$ cat config.mk
export PLATFORM = sky130hd
export DESIGN_NAME = uc_arbiter
export DESIGN_NICKNAME = d
export VERILOG_FILES = /design/src/rtl/uc_arbiter.sv
export SDC_FILE = /design/constraint.sdc
export NUM_CORES = 1
export LEC_CHECK = 0
export CAP_MARGIN = 20
export CORE_MARGIN = 4
export CORE_UTILIZATION = 35
export CTS_CLUSTER_DIAMETER = 60
export DETAILED_ROUTE_END_ITERATION = 7
export GPL_ROUTABILITY_DRIVEN = 0
export GPL_TIMING_DRIVEN = 1
export PLACE_DENSITY = 0.6
export SLEW_MARGIN = 10
export SYNTH_ARGS = -nofsm -noshare
export SYNTH_HDL_FRONTEND = slang
export SYNTH_SLANG_ARGS = --single-unit
$ cat constraint.sdc
create_clock -name clk -period 8.7 [get_ports clk]
set_input_delay 1.305 -clock clk [delete_from_list [all_inputs] [get_ports clk]]
set_output_delay 1.305 -clock clk [all_outputs]
set_load 0.05 [all_outputs]
$ cat src/rtl/uc_arbiter.sv
`default_nettype none
// ============================================================================
// Module      : uc_arbiter
// Description : Round-robin unit-clause arbiter feeding a literal FIFO with
//               sticky conflict detection. Optional macro UC_DEDUP_EN drops
//               literals already buffered.
// Revision    : 1.0 - initial release
// ============================================================================
module uc_arbiter #(
  parameter int NUM_ENG = 4,
  parameter int LIT_W   = 8,
  parameter int DEPTH   = 16
) (
  input  logic                       clk,
  input  logic                       rst_n,
  input  logic [NUM_ENG*LIT_W-1:0]   eng_lit,
  input  logic [NUM_ENG-1:0]         eng_valid,
  output logic [NUM_ENG-1:0]         eng_ready,
  output logic [LIT_W-1:0]           ucarb2gst_lit,
  output logic                       ucarb2gst_empty,
  input  logic                       gst2ucarb_pop,
  output logic                       full,
  output logic [$clog2(DEPTH+1)-1:0] count,
  output logic                       conflict,
  input  logic                       conflict_clr
);

  localparam int C_AW  = $clog2(DEPTH);
  localparam int C_CW  = $clog2(DEPTH+1);
  localparam int C_RRW = (NUM_ENG > 1) ? $clog2(NUM_ENG) : 1;

  logic [LIT_W-1:0] r_mem [DEPTH];
  logic [C_AW-1:0]  r_wptr;
  logic [C_AW-1:0]  r_rptr;
  logic [C_CW-1:0]  r_count;
  logic [C_RRW-1:0] r_rr;
  logic             r_conflict;

  logic [LIT_W-1:0] w_eng_lit [NUM_ENG];
  logic [C_RRW-1:0] w_order   [NUM_ENG];
  logic [NUM_ENG-1:0] w_ready;
  logic [C_RRW-1:0] w_gnt_idx;
  logic [C_RRW-1:0] w_rr_next;
  logic             w_found;
  logic [LIT_W-1:0] w_lit;
  logic [LIT_W-1:0] w_neg;
  logic             w_lit_nz;
  logic             w_full;
  logic             w_empty;
  logic             w_push;
  logic             w_pop;
  logic             w_dup;
  logic             w_conf_set;
  logic [DEPTH-1:0] w_ent_valid;
  logic [DEPTH-1:0] w_neg_hit;
`ifdef UC_DEDUP_EN
  logic [DEPTH-1:0] w_dup_hit;
`endif

  // Scan order starts at the round-robin pointer and wraps mod NUM_ENG.
  for (genvar k = 0; k < NUM_ENG; k++) begin : g_order
    logic [C_RRW:0] w_sum;
    assign w_eng_lit[k] = eng_lit[k*LIT_W +: LIT_W];
    assign w_sum        = {1'b0, r_rr} + (C_RRW+1)'(k);
    assign w_order[k]   = (w_sum >= (C_RRW+1)'(NUM_ENG)) ?
                          C_RRW'(w_sum - (C_RRW+1)'(NUM_ENG)) : C_RRW'(w_sum);
  end

  always_comb begin
    w_ready   = '0;
    w_gnt_idx = '0;
    w_found   = 1'b0;
    if (rst_n && !w_full && !r_conflict) begin
      for (int k = 0; k < NUM_ENG; k++) begin
        if (!w_found && eng_valid[w_order[k]]) begin
          w_found             = 1'b1;
          w_gnt_idx           = w_order[k];
          w_ready[w_order[k]] = 1'b1;
        end
      end
    end
  end

  assign w_lit     = w_eng_lit[w_gnt_idx];
  assign w_neg     = -w_lit;
  assign w_lit_nz  = |w_lit;
  assign w_full    = (r_count == C_CW'(DEPTH));
  assign w_empty   = (r_count == '0);
  assign w_rr_next = (w_gnt_idx == C_RRW'(NUM_ENG-1)) ? '0 : w_gnt_idx + 1'b1;

  // An entry is live when its distance from the read pointer is below count.
  for (genvar j = 0; j < DEPTH; j++) begin : g_ent
    logic [C_AW-1:0] w_off;
    assign w_off          = C_AW'(j) - r_rptr;
    assign w_ent_valid[j] = (C_CW'(w_off) < r_count);
    assign w_neg_hit[j]   = w_ent_valid[j] && (r_mem[j] == w_neg);
`ifdef UC_DEDUP_EN
    assign w_dup_hit[j]   = w_ent_valid[j] && (r_mem[j] == w_lit);
`endif
  end

`ifdef UC_DEDUP_EN
  assign w_dup = |w_dup_hit;
`else
  assign w_dup = 1'b0;
`endif

  assign w_conf_set = w_found && w_lit_nz && (|w_neg_hit);
  assign w_push     = w_found && w_lit_nz && !w_dup;
  assign w_pop      = rst_n && gst2ucarb_pop && !w_empty;

  always_ff @(posedge clk) begin
    if (w_push) begin
      r_mem[r_wptr] <= w_lit;
    end
  end

  always_ff @(posedge clk) begin
    if (!rst_n) begin
      r_wptr     <= '0;
      r_rptr     <= '0;
      r_count    <= '0;
      r_rr       <= '0;
      r_conflict <= 1'b0;
    end else begin
      if (w_push) begin
        r_wptr <= r_wptr + 1'b1;
      end
      if (w_pop) begin
        r_rptr <= r_rptr + 1'b1;
      end
      case ({w_push, w_pop})
        2'b10:   r_count <= r_count + 1'b1;
        2'b01:   r_count <= r_count - 1'b1;
        default: r_count <= r_count;
      endcase
      if (w_found) begin
        r_rr <= w_rr_next;
      end
      if (w_conf_set) begin
        r_conflict <= 1'b1;
      end else if (conflict_clr) begin
        r_conflict <= 1'b0;
      end
    end
  end

  assign eng_ready       = w_ready;
  assign ucarb2gst_lit   = w_empty ? '0 : r_mem[r_rptr];
  assign ucarb2gst_empty = w_empty;
  assign full            = w_full;
  assign count           = r_count;
  assign conflict        = r_conflict;

endmodule
`default_nettype wire

After elaboration in Yosys (flattened, before gate mapping):

Memories as Yosys holds them, arrays and structs flattened. A register that Yosys moved wholly into a read port is not among the register bits.
Index checks and enable logic that the tools add are counted.
Widths: inputs -> output; s select.

* register bits after elaboration: 16
* bits in writable memories: 128
* bits of input ports: 40
* output and inout bits: 20
* word-level logic and storage cells: 181
* memories kept: 1

Memories
* r_mem: depth 16, width 8, read ports 17, clocked after Yosys merged registers in 1, wr ports 1, line 32 `logic [LIT_W-1:0] r_mem [DEPTH];`

* $add $sub $neg: 29
* $lt $le $gt $ge: 29
* eq/ne operators: 20
* muxes and demuxes: 53
* bitwise logic cells: 4
* reductions and logical operators: 40

Operator list (number)
* $eq 8x8->1: 16
* $lt 4x5->1: 16
* $mux 4: 10
* $sub 4x4->4 const A: 8
* $logic_and 1x1->1: 29
* $mux 8: 3
* $mux 1: 20
* $mux 2: 10
* $bmux 8 s2: 1
* $reduce_or 16->1: 1
* $sub 3x4->4 const A: 4
* $ge 3x3->1 const B: 4
* $lt 2x3->1 const B: 4
* $or 4x4->4: 3
* $pmux 5 s2: 1
* $add 4x1->4 const B: 2
* $bmux 1 s2: 4
* $demux 1 s2: 4
* $ge 2x1->1 const B: 4
* $neg 8->8: 1
* $reduce_or 8->1: 1
* $sub 1x4->4 const A: 2
* $sub 2x1->2 const B: 4
* $sub 2x4->4 const A: 2
* other kinds (13): 21

Logic depth before layout (Yosys ltp):

Gate-level depths: netlist of run 1.

* word-level depth: 28
* depth in mapped cells: 32
* depth with buffers taken out: 22

Worst setup path before layout of run 1:

OpenSTA, ideal clock, no wires.

* path type: in2reg
* from: input eng_valid[3]
* to: register r_count[4], in the netlist count[4]
* setup time: 0.076 ns
* data arrival time: 6.655 ns
* data required time: 8.624 ns
* path slack: 1.970 ns
* cell stages on the path: 29
* buffers on the path: 9
* path through: buf_2 mux4_2 nor2b_1 buf_6 o21a_1 o21ai_2 buf_4 buf_4 buf_2 buf_2 mux2i_1 nand2_1 nand2_1 ha_1 clkbuf_1 inv_1 clkbuf_1 o41a_1 buf_2 inv_1 ha_1 inv_1 fa_1 inv_1 a21o_1 a21oi_1 xnor2_1 or3_1 a21boi_0

* cells in the longest elaborated chain, start to end: 24
* elaborated cells on any way between the ends: 37
* classes of those cells: eq/ne: 2; mux: 25; bitwise: 1; reduce/logical: 9

Ends and longest elaborated chain
* from (decl): line 17 `input logic [NUM_ENG-1:0] eng_valid,`
* $bmux 1 s2: line 75 `if (!w_found && eng_valid[w_order[k]]) begin`
* $mux 1 (not written as such): line 75
* $mux 1: line 75
* $mux 1: line 73 `if (rst_n && !w_full && !r_conflict) begin`
* $logic_not 1->1: line 75
* $logic_and 1x1->1: line 75
* $mux 1: line 75
* $mux 1: line 73
* [7 not listed]
* $mux 2: line 73
* $not 2->3 (not written as such): line 84 `assign w_lit = w_eng_lit[w_gnt_idx];`
* $bmux 8 s2: line 84
* $mux 8 (not written as such) (2 in series): line 84
* $reduce_or 8->1: line 86 `assign w_lit_nz = |w_lit;`
* $logic_and 1x1->1 (*): line 109 `assign w_push = w_found && w_lit_nz && !w_dup;`
* $eq 2x1->1 / $eq 2x2->1 (equally long branches): line 132 `case ({w_push, w_pop})`
* $pmux 5 s2 / $reduce_bool 2->1 (equally long branches)
* to (signal assigned): line 133 `2'b10: r_count <= r_count + 1'b1;`
* to (signal assigned): line 134 `2'b01: r_count <= r_count - 1'b1;`
* to (signal assigned): line 135 `default: r_count <= r_count;`
* to (decl): line 35 `logic [C_CW-1:0] r_count;`

Mark *: on every way between the ends. The rest lies on a longest branch, timed or not. The select of a mux whose other input is x is not followed.
A chain may end at the register's enable or synchronous reset.

Worst setup path in the final report of run 1:

* from: input eng_valid[2]
* to: register r_count[4], in the netlist count[4]

The elaborated chain is that of the path after synthesis.

==> impl_metrics.ini, run 1 <==
[routing]
dr.pass1.iters = 5
drt_iter0_drc = 773
drc = 0
antenna_left = 0
vias = 8598
wirelength_mm = 33.72
detail_route.vias_per_cell = 5.869
wl_per_cell_um = 23.02

[clocking]
clkTransAtPathRegs_ns = 0.07
post_cts_resized = 0
clk-insertion-delay-late_ns = 0.44
cts_setup_buffers = 0
cts_max_level = 4
cts_buffers = 17
clkSinkCount = 148
hold_buffers = 0
cts_tree = done
clock_path_buffers = 2
cts-root-buf = clkbuf_16

[critical_path]
r2r_end = count[4]
endpoint_kind = flip-flop
startpoint_type = input pin
critPathKind = input pin to flip-flop
r2r_setup_slack_ns = 1.58
critPathMaxFanout = 30
required_ns = 9.07
rr_worst_depth = 24
arrival_ns = 7.54
rr_startpoint = r_rr[0]

[floorplan]
die_area_um2 = 35110
ios = 60
die_height_um = 187.4
fp-row-count = 65
initial_utilization_pct = 35.60
fp.coreArea_um2 = 31640
die_w_um = 187.4

[run_status]
outcome = finished, final reports clean

[timing]
maxSlewHeadroom_pct = 26.14
worst_pin_slew_ns = 1.104
fin_crit_sh_pct = 82.52
setup_ws_ns = 1.520
hold_violations = 0
fmax_mhz = 139.3
rsz0062_at_grt = no
timing.hold.ws_ns = 0.6536
fin_skew_ns = 0.01051
finalSetupViolCount = 0
period_minus_slack_ns = 7.180
tns_ns = 0
final_max_slew_viol_count = 0

[global_route]
antenna_found_initial = 0
grt_pass1_wl_mm = 50.36
first_global_vias = 8098
grt.overflow.total = 0
track_usage_pct = 18.71
grt_max_degree = 36

[final_layout]
drive_above_1_share_pct = 11.76
n_antenna_cell = 0
fin_nets = 1143
syn2layout_area_growth_pct = 13.74
fillerInstances = 2964

[power_and_ir_drop]
p_seq_share_pct = 25.1
power.total_w = 0.003828
p_int_w = 0.002168
ir_worst_vdd_v = 0.0001492
p_per_area_nw_per_um2 = 298.8
p_sw_share_pct = 43.35
pwr-share-comb_pct = 55.4
p_switching_w = 0.001659
power_leakage_nw = 4.481
pwr-share-clk_pct = 19.5

[placement]
post-dp-hpwl_mm = 25.67
place_ws_ns = 1.136
io_buffers = 59

[synthesis]
post_synth_num_cell_types = 90
ys_warn_count = 0
postSynthCellCount = 1015
synth-edff-count = 128
synthArstFlopShare_pct = 0
synth_top_area_share_pct = 34.13
synth_ff_type = edfxtp_1
synth_area_leaders = edfxtp_1, mux4_2, xnor2_1
netlist_area_um2 = 11260
synth_nets = 1108
ys_ff_latch = 148
seq_area_frac_synth_pct = 37.68
syn_avg_cell_area_um2 = 11.10
yosysTopAreaCell = edfxtp_1

[hold_path]
hold_path_end = r_rptr[1]
min_path_type = flip-flop to flip-flop
hold_path_depth = 2
min-delay-start = r_rptr[1]

[flow_run]
maxCapViolCount = 0
cell usage after synthesis (18+ instances only):
| cell | number |
|---|---|
| ha_1 | 52 |
| mux2i_1 | 21 |
| o211ai_1 | 22 |
| nand4_1 | 21 |
| nand3_1 | 20 |
| xor2_1 | 32 |
| nand2_1 | 41 |
| inv_1 | 47 |
| o21ai_0 | 45 |
| xnor2_1 | 77 |
| a21oi_1 | 41 |
| xnor3_1 | 21 |
| edfxtp_1 | 128 |
| nor2_1 | 53 |
| dfxtp_1 | 20 |
| nor4_1 | 18 |
| clkbuf_1 | 30 |
| nor3_1 | 28 |
| mux4_2 | 43 |
| and2_1 | 23 |
worst max path at each step:
stage / from / endpoint / slack [ns] / cells after the start
floorplan: eng_valid[3] / count[4] / 1.97 / 29
global placement: eng_valid[3] / count[4] / 1.34 / 23
detailed placement: eng_valid[2] / count[4] / 1.14 / 23
CTS: eng_valid[2] / count[4] / 1.59 / 23
global route: r_rr[0] / count[4] / 1.13 / 24
finish: eng_valid[2] / count[4] / 1.52 / 23
final cells by class:
| cell class | count | area (um^2) | share of cell area, % |
|---|---|---|---|
| well taps | 402 | 503.0 | 3.927 |
| clock buffers | 17 | 425.4 | 3.321 |
| flip-flops and latches | 148 | 4245 | 33.14 |
| clock inverters | 15 | 171.4 | 1.338 |
| multi-input cells | 756 | 6536 | 51.03 |
| inverters | 47 | 176.4 | 1.377 |
| repair buffers | 80 | 752.0 | 5.870 |
cell usage in the layout (no fill, tap or decap), types with 5 or more instances in the layout:
cell	n
nor3_1	28
xnor2_1	77
a31oi_1	5
nand2b_1	11
nand3_1	20
o2111ai_1	7
ha_1	52
a21oi_1	41
mux2i_1	21
xnor3_1	21
a22oi_1	6
o31ai_1	5
mux4_2	43
dfxtp_1	19
edfxtp_1	128
clkdlybuf4s50_1	59
a21boi_0	5
a221oi_1	6
nand4_1	21
xor2_1	32
o21ai_0	45
nor2_1	53
a21o_1	17
nor4_1	18
and2_1	23
clkbuf_16	17
or3_1	10
buf_4	20
o211ai_1	22
nor2b_1	14
nor3b_1	8
o211a_1	5
inv_1	47
a211oi_1	8
nand2_1	41
state kept, by name, summed over array words and instances (netlist names), named ones only:
register / flops
r_rptr: 4
conflict: 1
r_wptr: 4
count: 5
r_rr: 2
r_mem: 128
critical path, stage by stage:
cell	delay, ns
clkdlybuf4s50_1	0.56
mux4_2	0.60
nor2b_1	0.62
nor3_2	0.19
o21ai_4	0.49
o211a_1	0.31
nor2_2	0.05
buf_4	0.24
inv_1	0.09
ha_1	0.14
buf_4	0.27
inv_1	0.26
o41a_1	0.69
inv_1	0.13
ha_1	0.23
inv_1	0.10
fa_1	0.41
inv_1	0.08
a21o_1	0.11
a21oi_1	0.07
xnor2_1	0.13
or3_1	0.30
a21boi_0	0.15
cells by family after synthesis:
| logic type | count (synthesis) | synth area share [%] |
|---|---|---|
| adders and majority gates | 53 | 5.955 |
| DFF | 148 | 37.68 |
| xor gates and xnor gates | 133 | 13.18 |
| AOI/OAI and AO/OA | 229 | 14.59 |
| buffers and inverters | 111 | 4.455 |
| muxes | 69 | 11.02 |
| and+or+nand+nor | 272 | 13.12 |
power by group through the flow:
| stage | Combinational, W | Sequential, W | Clock, W |
|---|---|---|---|
| floorplan | 0.00155 | 0.000967 | 0 |
| global placement | 0.00208 | 0.000974 | 0 |
| detailed placement | 0.00209 | 0.000974 | 0 |
| CTS | 0.00211 | 0.000959 | 0.000755 |
| global route | 0.00227 | 0.000967 | 0.000785 |
| finish | 0.00212 | 0.000959 | 0.000747 |
per-stage QoR:
stage	util [%]	area, um^2	std cells
final	40.49	12810	1465
after global routing	40.49	12810	1465
after CTS	40.45	12800	1464
after detailed placement	38.57	12200	1432
after global placement	38.54	12190	1431
after floorplan	-	11260	1015
metal layers:
layer | wire length, um | part of all wire [%] | vias to the layer above | GRT usage, %
met2 | 15600 | 46 | 403 | 29.67
met1 | 14410 | 43 | 4192 | 25.20
met4 | 1195 | 3.5 | 0 | 7.820
li1 | - | - | 3942 | -
met3 | 2521 | 7.5 | 61 | 3.658
met5 | 0 | 0 | - | 0
(Power assumes the default switching activity.)
==> run 2, diff against run 1 <==
==> constraint.sdc (replaced) <==
create_clock -name clk -period 6.9 [get_ports clk]
set_input_delay 1.035 -clock clk [delete_from_list [all_inputs] [get_ports clk]]
set_output_delay 1.035 -clock clk [all_outputs]
set_load 0.05 [all_outputs]
==> run 2 against run 1 <==
Worst setup slack got worse by 0.86 ns. Final area increased by 0.77%. Clock power increased by 26%. Total power increased by 27%. Sequential cell count unchanged. Global-route usage increased by 0.38 points. First-iteration DRC count increased by 20%. Critical path type is now flip-flop to flip-flop. Highest routed layer unchanged.
==> impl_metrics.ini, run 2 (synthesized netlist as in run 1, its figures left out) <==
[critical_path]
r2r_setup_slack_ns = 0.66
rr_worst_depth = 17
required_ns = 7.27
endpoint_kind = flip-flop
critPathKind = flip-flop to flip-flop
startpoint_type = flip-flop
arrival_ns = 6.61
r2r_end = conflict
crit_chain = inv_1 > ha_1 > and3b_1 > a21oi_1 > o31ai_1 > o21ai_2 > buf_4 > nand3_1 > and2_1 > buf_4 > buf_4 > xnor3_1 > nor4_1 > nand4_1 > o2111ai_1 > a2111oi_2 > a31oi_1
cpMostUsedCell = buf_4
rr_startpoint = r_rr[0]
critPathMaxFanout = 20
crit_slowest_cell = dfxtp_1
cp_slowest_stage_delay_ns = 0.87

[placement]
post-dp-hpwl_mm = 25.78
io_buffers = 59
placed_area_um2 = 12280

[timing]
fmax_mhz = 160.3
rsz0062_at_grt = no
worst_pin_slew_ns = 1.132
fin_crit_sh_pct = 90.39
fin_skew_ns = 0.01869
final_max_slew_viol_count = 0
maxSlewHeadroom_pct = 24.22
period_minus_slack_ns = 6.237
hold_violations = 0
finalSetupViolCount = 0
tns_ns = 0

[global_route]
first_global_vias = 8471
grt_max_degree = 48
track_usage_pct = 19.09
antenna_found_initial = 0
grt_pass1_wl_mm = 52.17
grt.overflow.total = 0

[power_and_ir_drop]
pwr-share-comb_pct = 55.6
p_seq_share_pct = 24.9
p_switching_w = 0.002138
p_int_w = 0.002712
ir_worst_vdd_v = 0.0002000
power_leakage_nw = 4.535
p_per_area_nw_per_um2 = 375.7
p_sw_share_pct = 44.08
pwr-share-clk_pct = 19.4

[floorplan]
fp.coreArea_um2 = 31640
initial_utilization_pct = 35.60
die_w_um = 187.4
die_area_um2 = 35110
fp-row-count = 65
ios = 60
die_height_um = 187.4

[final_layout]
syn2layout_area_growth_pct = 14.62
largest_reg_flops = 128
fin_area_um2 = 12910
n_antenna_cell = 0
final_common_cell = edfxtp_1
fin_nets = 1153
final_cell_mix = edfxtp_1, xnor2_1, clkdlybuf4s50_1
top_register = r_mem
drive_above_1_share_pct = 12.77

[routing]
wirelength_mm = 34.27
wl_per_cell_um = 23.23
dr.pass1.iters = 6
drt_iter0_drc = 924
vias = 8763
antenna_left = 0
detail_route.vias_per_cell = 5.941
drc = 0

[clocking]
clk-insertion-delay-late_ns = 0.45
cts_max_level = 4
hold_buffers = 0
clkTransAtPathRegs_ns = 0.07
cts-root-buf = clkbuf_16
clock_path_buffers = 2
clkSinkCount = 148
cts_tree = done
cts_setup_buffers = 0
cts_buffers = 17
post_cts_resized = 0

[hold_path]
hold_path_end = r_rptr[1]
min-delay-start = r_rptr[1]
min_path_type = flip-flop to flip-flop
hold_path_depth = 2

[flow_run]
maxCapViolCount = 0

[run_status]
outcome = finished, final reports clean
run 2: cell types whose count changed in the layout (fill, tap and decap cells not counted), moves of 2 or more:
cell       change
buf_4          +9
clkinv_8       +5
inv_6          -4
inv_8          +3
bufinv_16      -2
run 2: final cells by class:
type / instances / area, um^2
clock buffers: 17 / 425.4
inverters: 47 / 176.4
flip-flops and latches: 148 / 4245
fillers: 2953 / 18730
multi-input cells: 756 / 6540
clock inverters: 15 / 187.7
well taps: 402 / 503.0
repair buffers: 90 / 830.8
run 2: critical path, delay by kind of cell, from the launching register on:
kind	cells	cell delay, ns
xor gates and xnor gates	1	0.34
adders and majority gates	1	0.50
DFF	1	0.87
buffers and inverters	4	1.11
and+or+nand+nor	5	1.59
AOI/OAI and AO/OA	6	1.74
run 2: how the worst max path moves through the flow:
stage          slack, ns    startpoint  cells after the start        to
6_report            0.66       r_rr[0]                     17  conflict
5_1_grt             0.28       r_rr[0]                     17  conflict
3_5_place_dp        0.69  eng_valid[0]                     18  count[4]
4_1_cts             0.77       r_rr[0]                     19  count[4]
2_1_floorplan       0.44  eng_valid[3]                     29  count[4]
3_3_place_gp        0.80  eng_valid[0]                     16  conflict
run 2: power by group through the flow:
stage / Clock [W] / Combinational, W / Sequential, W
after global placement: 0 / 0.00264 / 0.00123
after detailed placement: 0 / 0.00265 / 0.00123
after floorplan: 0 / 0.00195 / 0.00122
after CTS: 0.000959 / 0.00267 / 0.00121
after global routing: 0.000998 / 0.00289 / 0.00122
final: 0.000942 / 0.00270 / 0.00121
run 2: stage by stage:
step,power [W],worst slack (ns),utilization [%],cells,hold slack (ns)
global route,0.005109,0.2772,40.80,1475,0.6695
floorplan,0.003173,0.4398,-,1015,0.5374
CTS,0.004837,0.7702,40.77,1474,0.6306
global placement,0.003866,0.7987,38.76,1440,0.5984
finish,0.004850,0.6633,40.80,1475,0.6257
detailed placement,0.003876,0.6891,38.83,1442,0.6208
run 2: metal layers:
layer	wire, um	GRT usage (%)	vias to the layer above
li1	-	-	3967
met1	15150	27.24	4354
met2	15780	30.27	383
met3	2357	2.370	59
met4	979	6.381	0
met5	0	0	-
==> patch 1 (flow settings as in run 2) <==
Set the parameter `LIT_W` to 7 (it was 8).
--- a/src/rtl/uc_arbiter.sv
+++ b/src/rtl/uc_arbiter.sv
@@ -8,7 +8,7 @@
 // ============================================================================
 module uc_arbiter #(
   parameter int NUM_ENG = 4,
-  parameter int LIT_W   = 8,
+  parameter int LIT_W   = 7,
   parameter int DEPTH   = 16
 ) (
   input  logic                       clk,
Interface: changed (resized eng_lit and ucarb2gst_lit); port bits go from 60 to 55. The function was not compared with the original's and may differ.
==> patch 1 against run 2 <==
Total power fell by 2.3%. Area after synthesis fell by 13%. Wire length fell by 11%. Non-clock buffer count fell by 6. Setup slack improved by 0.57 ns. Synthesized cell count fell by 13%. Sequential cell count fell by 16. Cell area fell by 12%.
==> patch 1: results (changes against run 2) <==
----------------------------------------------------
[Worst setup path]
  Launching element of the worst setup path ... eng_valid[0]
  Crit path kind ... input port to register
  Largest fanout of any net on the critical path ... 21 (+5.0%)
  Cell with the largest stage delay on the worst path ... sky130_fd_sc_hd__clkdlybuf4s50_1

[GRT]
  Wire length of the first global-routing pass ... 46.27 mm (-11%)
  Met1 track utilization from global routing ... 0.2623 (-0.01005)
  Met3 Usage GRT ... 0.04219 (+0.01849)
  Met2 routing resource usage after global routing ... 0.3105 (+0.007709)
  Number of global-route vias before repair ... 7551 (-11%)
  Overall global routing resource usage ... 0.1963 (+0.005407)

[Place]
  Number of I/O port buffers ... 54 (-8.5%)
  Worst slack after detailed placement ... 0.8477 ns (+0.1586 ns)
  Dpl hpwl ... 22.31 mm (-13%)

[Yosys]
  Multiplexer area fraction after synthesis ... 0.1102 (about the same)
  Adder-cell area share of the yosys netlist ... 0.06954 (+0.009990)
  Mapped Cells ... 887 (-13%)
  Compound-cell area share of the yosys netlist ... 0.1671 (+0.02120)
  Top post-synthesis cells by area ... sky130_fd_sc_hd__edfxtp_1 (34%), sky130_fd_sc_hd__mux4_2 (8.7%), sky130_fd_sc_hd__xnor2_1 (6.9%), sky130_fd_sc_hd__ha_1 (6.6%), sky130_fd_sc_hd__dfxtp_1 (4.1%)
  Sequential cell area fraction in the yosys report ... 0.3845 (+0.007660)
  Number of different library cells in the post-synthesis netlist ... 92 (+2.2%)
  Commonest cells post-synth ... sky130_fd_sc_hd__edfxtp_1 (112), sky130_fd_sc_hd__xnor2_1 (77), sky130_fd_sc_hd__ha_1 (52)
  EDFF count, synth ... 112 (-13%)

[Detailed routing]
  Routed met2 length ... 13.95 mm (-12%)
  Number of iterations in the first detailed-routing pass ... 5 (-1)
  Sum of routed wire segments on met1 ... 12.68 mm (-16%)
  Vias per std cell ... 5.883 (-0.97%)
  Starting DRT DRC Count ... 946 (+2.4%)
  Amount of wire on met3 after detailed routing ... 2.636 mm (+12%)
  Total detailed-routing wirelength ... 30.39 mm (-11%)

[Final layout]
  Nets ... 1024 (-11%)
  Flip-flop count of the largest register, all copies and words added ... 112 (-13%)
  Design Area, Final ... 11330 um2 (-12%)
  Fill cells ... 2531 (-14%)

[Outcome]
  Outcome ... finished, final reports clean

[Pwr]
  Net Switching ... 2.149 mW (+0.52%)
  Static leakage ... 3.948 nW (-13%)
  IR Drop Worst-Case VDD ... 0.0001505 V (-25%)
  Switching power as a share of total power ... 0.4534 (+0.01258)

[STA]
  Slew margin rel. ... 0.4026 (+0.1603)
  Worst-case hold slack ... 0.6110 ns (-0.01470 ns)
  Worst clock skew ... 0.008092 ns (-0.01059 ns)
  Final Cycle Share ... 0.8211 (-0.08274)

[Hold path]
  Destination of the worst hold path ... r_rr[1]
  Beginning of the worst hold path ... r_rr[1]

----------------------------------------------------
patch 1: cell count changes after synthesis, moves of 8 or more:
| cell | before | now |
|---|---|---|
| sky130_fd_sc_hd__xor2_1 | 32 | 15 |
| sky130_fd_sc_hd__clkbuf_1 | 30 | 21 |
| sky130_fd_sc_hd__edfxtp_1 | 128 | 112 |
| sky130_fd_sc_hd__nor4_1 | 18 | 9 |
| sky130_fd_sc_hd__xnor3_1 | 21 | 8 |
| sky130_fd_sc_hd__or3_1 | 10 | 1 |
| sky130_fd_sc_hd__and2_1 | 23 | 15 |
| sky130_fd_sc_hd__o211ai_1 | 22 | 5 |
| sky130_fd_sc_hd__nand4_1 | 21 | 10 |
patch 1: area by class of cell:
class                           count  share of cell area
Multi-Input combinational cell    651              0.4905
Sequential cell                   132              0.3325
Timing Repair Buffer               84             0.06916
Tap cell                          372             0.04110
Clock buffer                       18             0.03789
Inverter                           49             0.01624
Clock inverter                     14             0.01259
==> patch 2 (flow settings as in run 2) <==
Made on the original files. Add an input register stage for `conflict_clr`, cleared by the reset; this delays it by one clock. The other inputs are not delayed to match.
--- a/src/rtl/uc_arbiter.sv
+++ b/src/rtl/uc_arbiter.sv
@@ -28,6 +28,16 @@
   localparam int C_AW  = $clog2(DEPTH);
   localparam int C_CW  = $clog2(DEPTH+1);
   localparam int C_RRW = (NUM_ENG > 1) ? $clog2(NUM_ENG) : 1;
+
+  logic conflict_clr_q;
+
+  always_ff @(posedge clk) begin
+    if (!rst_n) begin
+      conflict_clr_q <= '0;
+    end else begin
+      conflict_clr_q <= conflict_clr;
+    end
+  end
 
   logic [LIT_W-1:0] r_mem [DEPTH];
   logic [C_AW-1:0]  r_wptr;
@@ -139,7 +149,7 @@
       end
       if (w_conf_set) begin
         r_conflict <= 1'b1;
-      end else if (conflict_clr) begin
+      end else if (conflict_clr_q) begin
         r_conflict <= 1'b0;
       end
     end
Function: changed (a bounded check fails within 4 cycles, from zero or initial values and one cycle with rst_n low).
==> patch 2 against run 2 <==
Synthesized cell count fell by 16%. Area after synthesis is 9.6% lower. Sequential share of layout area rose by 3.1 points. Total power increased by 2.8%. Sequential cell count grew 1. Largest power group unchanged. Cell area decreased by 8.1%. Clock skew down 0.011 ns. Wire length decreased by 20%. Setup slack gained 0.34 ns. Critical endpoint unchanged.
==> patch 2: results (changes against run 2) <==
----------------------------------------------------
[Yosys]
  Sequential cell area fraction in the yosys report ... 0.4190 (+0.04214)
  Mapped Cells ... 857 (-16%)
  Commonest cells post-synth ... sky130_fd_sc_hd__edfxtp_1 (128), sky130_fd_sc_hd__xnor2_1 (71), sky130_fd_sc_hd__ha_1 (52)
  Number of different library cells in the post-synthesis netlist ... 73 (-19%)
  Top post-synthesis cells by area ... sky130_fd_sc_hd__edfxtp_1 (38%), sky130_fd_sc_hd__mux4_2 (10%), sky130_fd_sc_hd__ha_1 (6.4%), sky130_fd_sc_hd__xnor2_1 (6.1%), sky130_fd_sc_hd__xor2_1 (4.4%)
  Total nets after synthesis ... 950 (-14%)

[Detailed routing]
  Routed length per instance ... 20.79 um (-11%)
  Starting DRT DRC Count ... 683 (-26%)
  Vias per std cell ... 5.364 (-9.7%)

[GRT]
  Wire length of the first global-routing pass ... 42.34 mm (-19%)
  Largest net degree at the start of global routing ... 33 (-31%)
  Overall global routing resource usage ... 0.1763 (-0.01456)

[STA]
  Worst-case hold slack ... 0.5943 ns (-0.03148 ns)
  Worst clock skew ... 0.007630 ns (-0.01106 ns)
  Actual transition at the worst max-transition pin ... 1.062 ns (-0.07020 ns)

[Worst setup path]
  Worst Path Required ... 7.25 ns (-0.02 ns)
  Reg-to-reg startpoint ... r_rr[1]
  Largest fanout of any net on the critical path ... 16 (-20%)
  Cell with the largest stage delay on the worst path ... sky130_fd_sc_hd__ha_1

[Pwr]
  Static leakage ... 4.146 nW (-8.6%)

[Final layout]
  Number of standard cells in the layout, taps in and fillers out ... 1318 (-11%)
  Nets ... 1014 (-12%)
  Fill cells ... 2714 (-8.1%)

[Clock network]
  Later-pin clock latency in the skew report ... 0.42 ns (-0.03 ns)

[Outcome]
  Outcome ... finished, final reports clean

----------------------------------------------------
-- patch 2: cells by family after synthesis --
kind of cell | count (synthesis) | share of synthesized area
xor+xnor | 139 | 0.1426
compound gates | 140 | 0.09749
fa+ha+maj | 53 | 0.06590
buf+inv | 87 | 0.03701
flops | 149 | 0.4190
mux | 60 | 0.1158
simple gates | 229 | 0.1222
-- patch 2: power by group --
part / switching [mW] / internal [mW] / leakage [nW] / total (mW)
Combinational: 1.69 / 1.18 / 2.55 / 2.87
Sequential: 0.0654 / 1.17 / 1.33 / 1.24
Clock: 0.379 / 0.499 / 0.266 / 0.878
Total: 2.13 / 2.85 / 4.15 / 4.99
-- patch 2: how the worst max path moves through the flow --
stage               slack, ns         start        to
detailed placement       0.63  eng_valid[0]  count[4]
CTS                      1.05  eng_valid[0]  count[4]
floorplan                0.58  eng_valid[1]  count[4]
global route             0.57       r_rr[1]  count[4]
finish                   1.01  eng_valid[0]  conflict
global placement         0.76  eng_valid[0]  count[4]
-- patch 2: area by class of cell --
cell class,instances,area (um2),area share
timing repair buffer,91,834.6,0.07038
multi-input combinational,621,5568,0.4696
sequential,149,4265,0.3597
clock inverter,14,126.4,0.01066
inverter,41,153.9,0.01298
tap,384,480.5,0.04052
clock buffer,18,429.2,0.03619
-- patch 2: layer usage --
metal | part of all wire | vias up | wire length [um] | global-route usage
met3 | 0.061 | 25 | 1663 | 0.03116
li1 | - | 3326 | - | -
met5 | 0 | - | 0 | 0
met1 | 0.43 | 3489 | 11880 | 0.2402
met4 | 0.015 | 0 | 415 | 0.04669
met2 | 0.49 | 230 | 13440 | 0.2914
-- patch 2: worst min-delay path: stages (launching register included) --
cell                      delay (ns)
sky130_fd_sc_hd__dfxtp_1        0.35
sky130_fd_sc_hd__mux2i_1        0.15
sky130_fd_sc_hd__nor2b_1        0.06
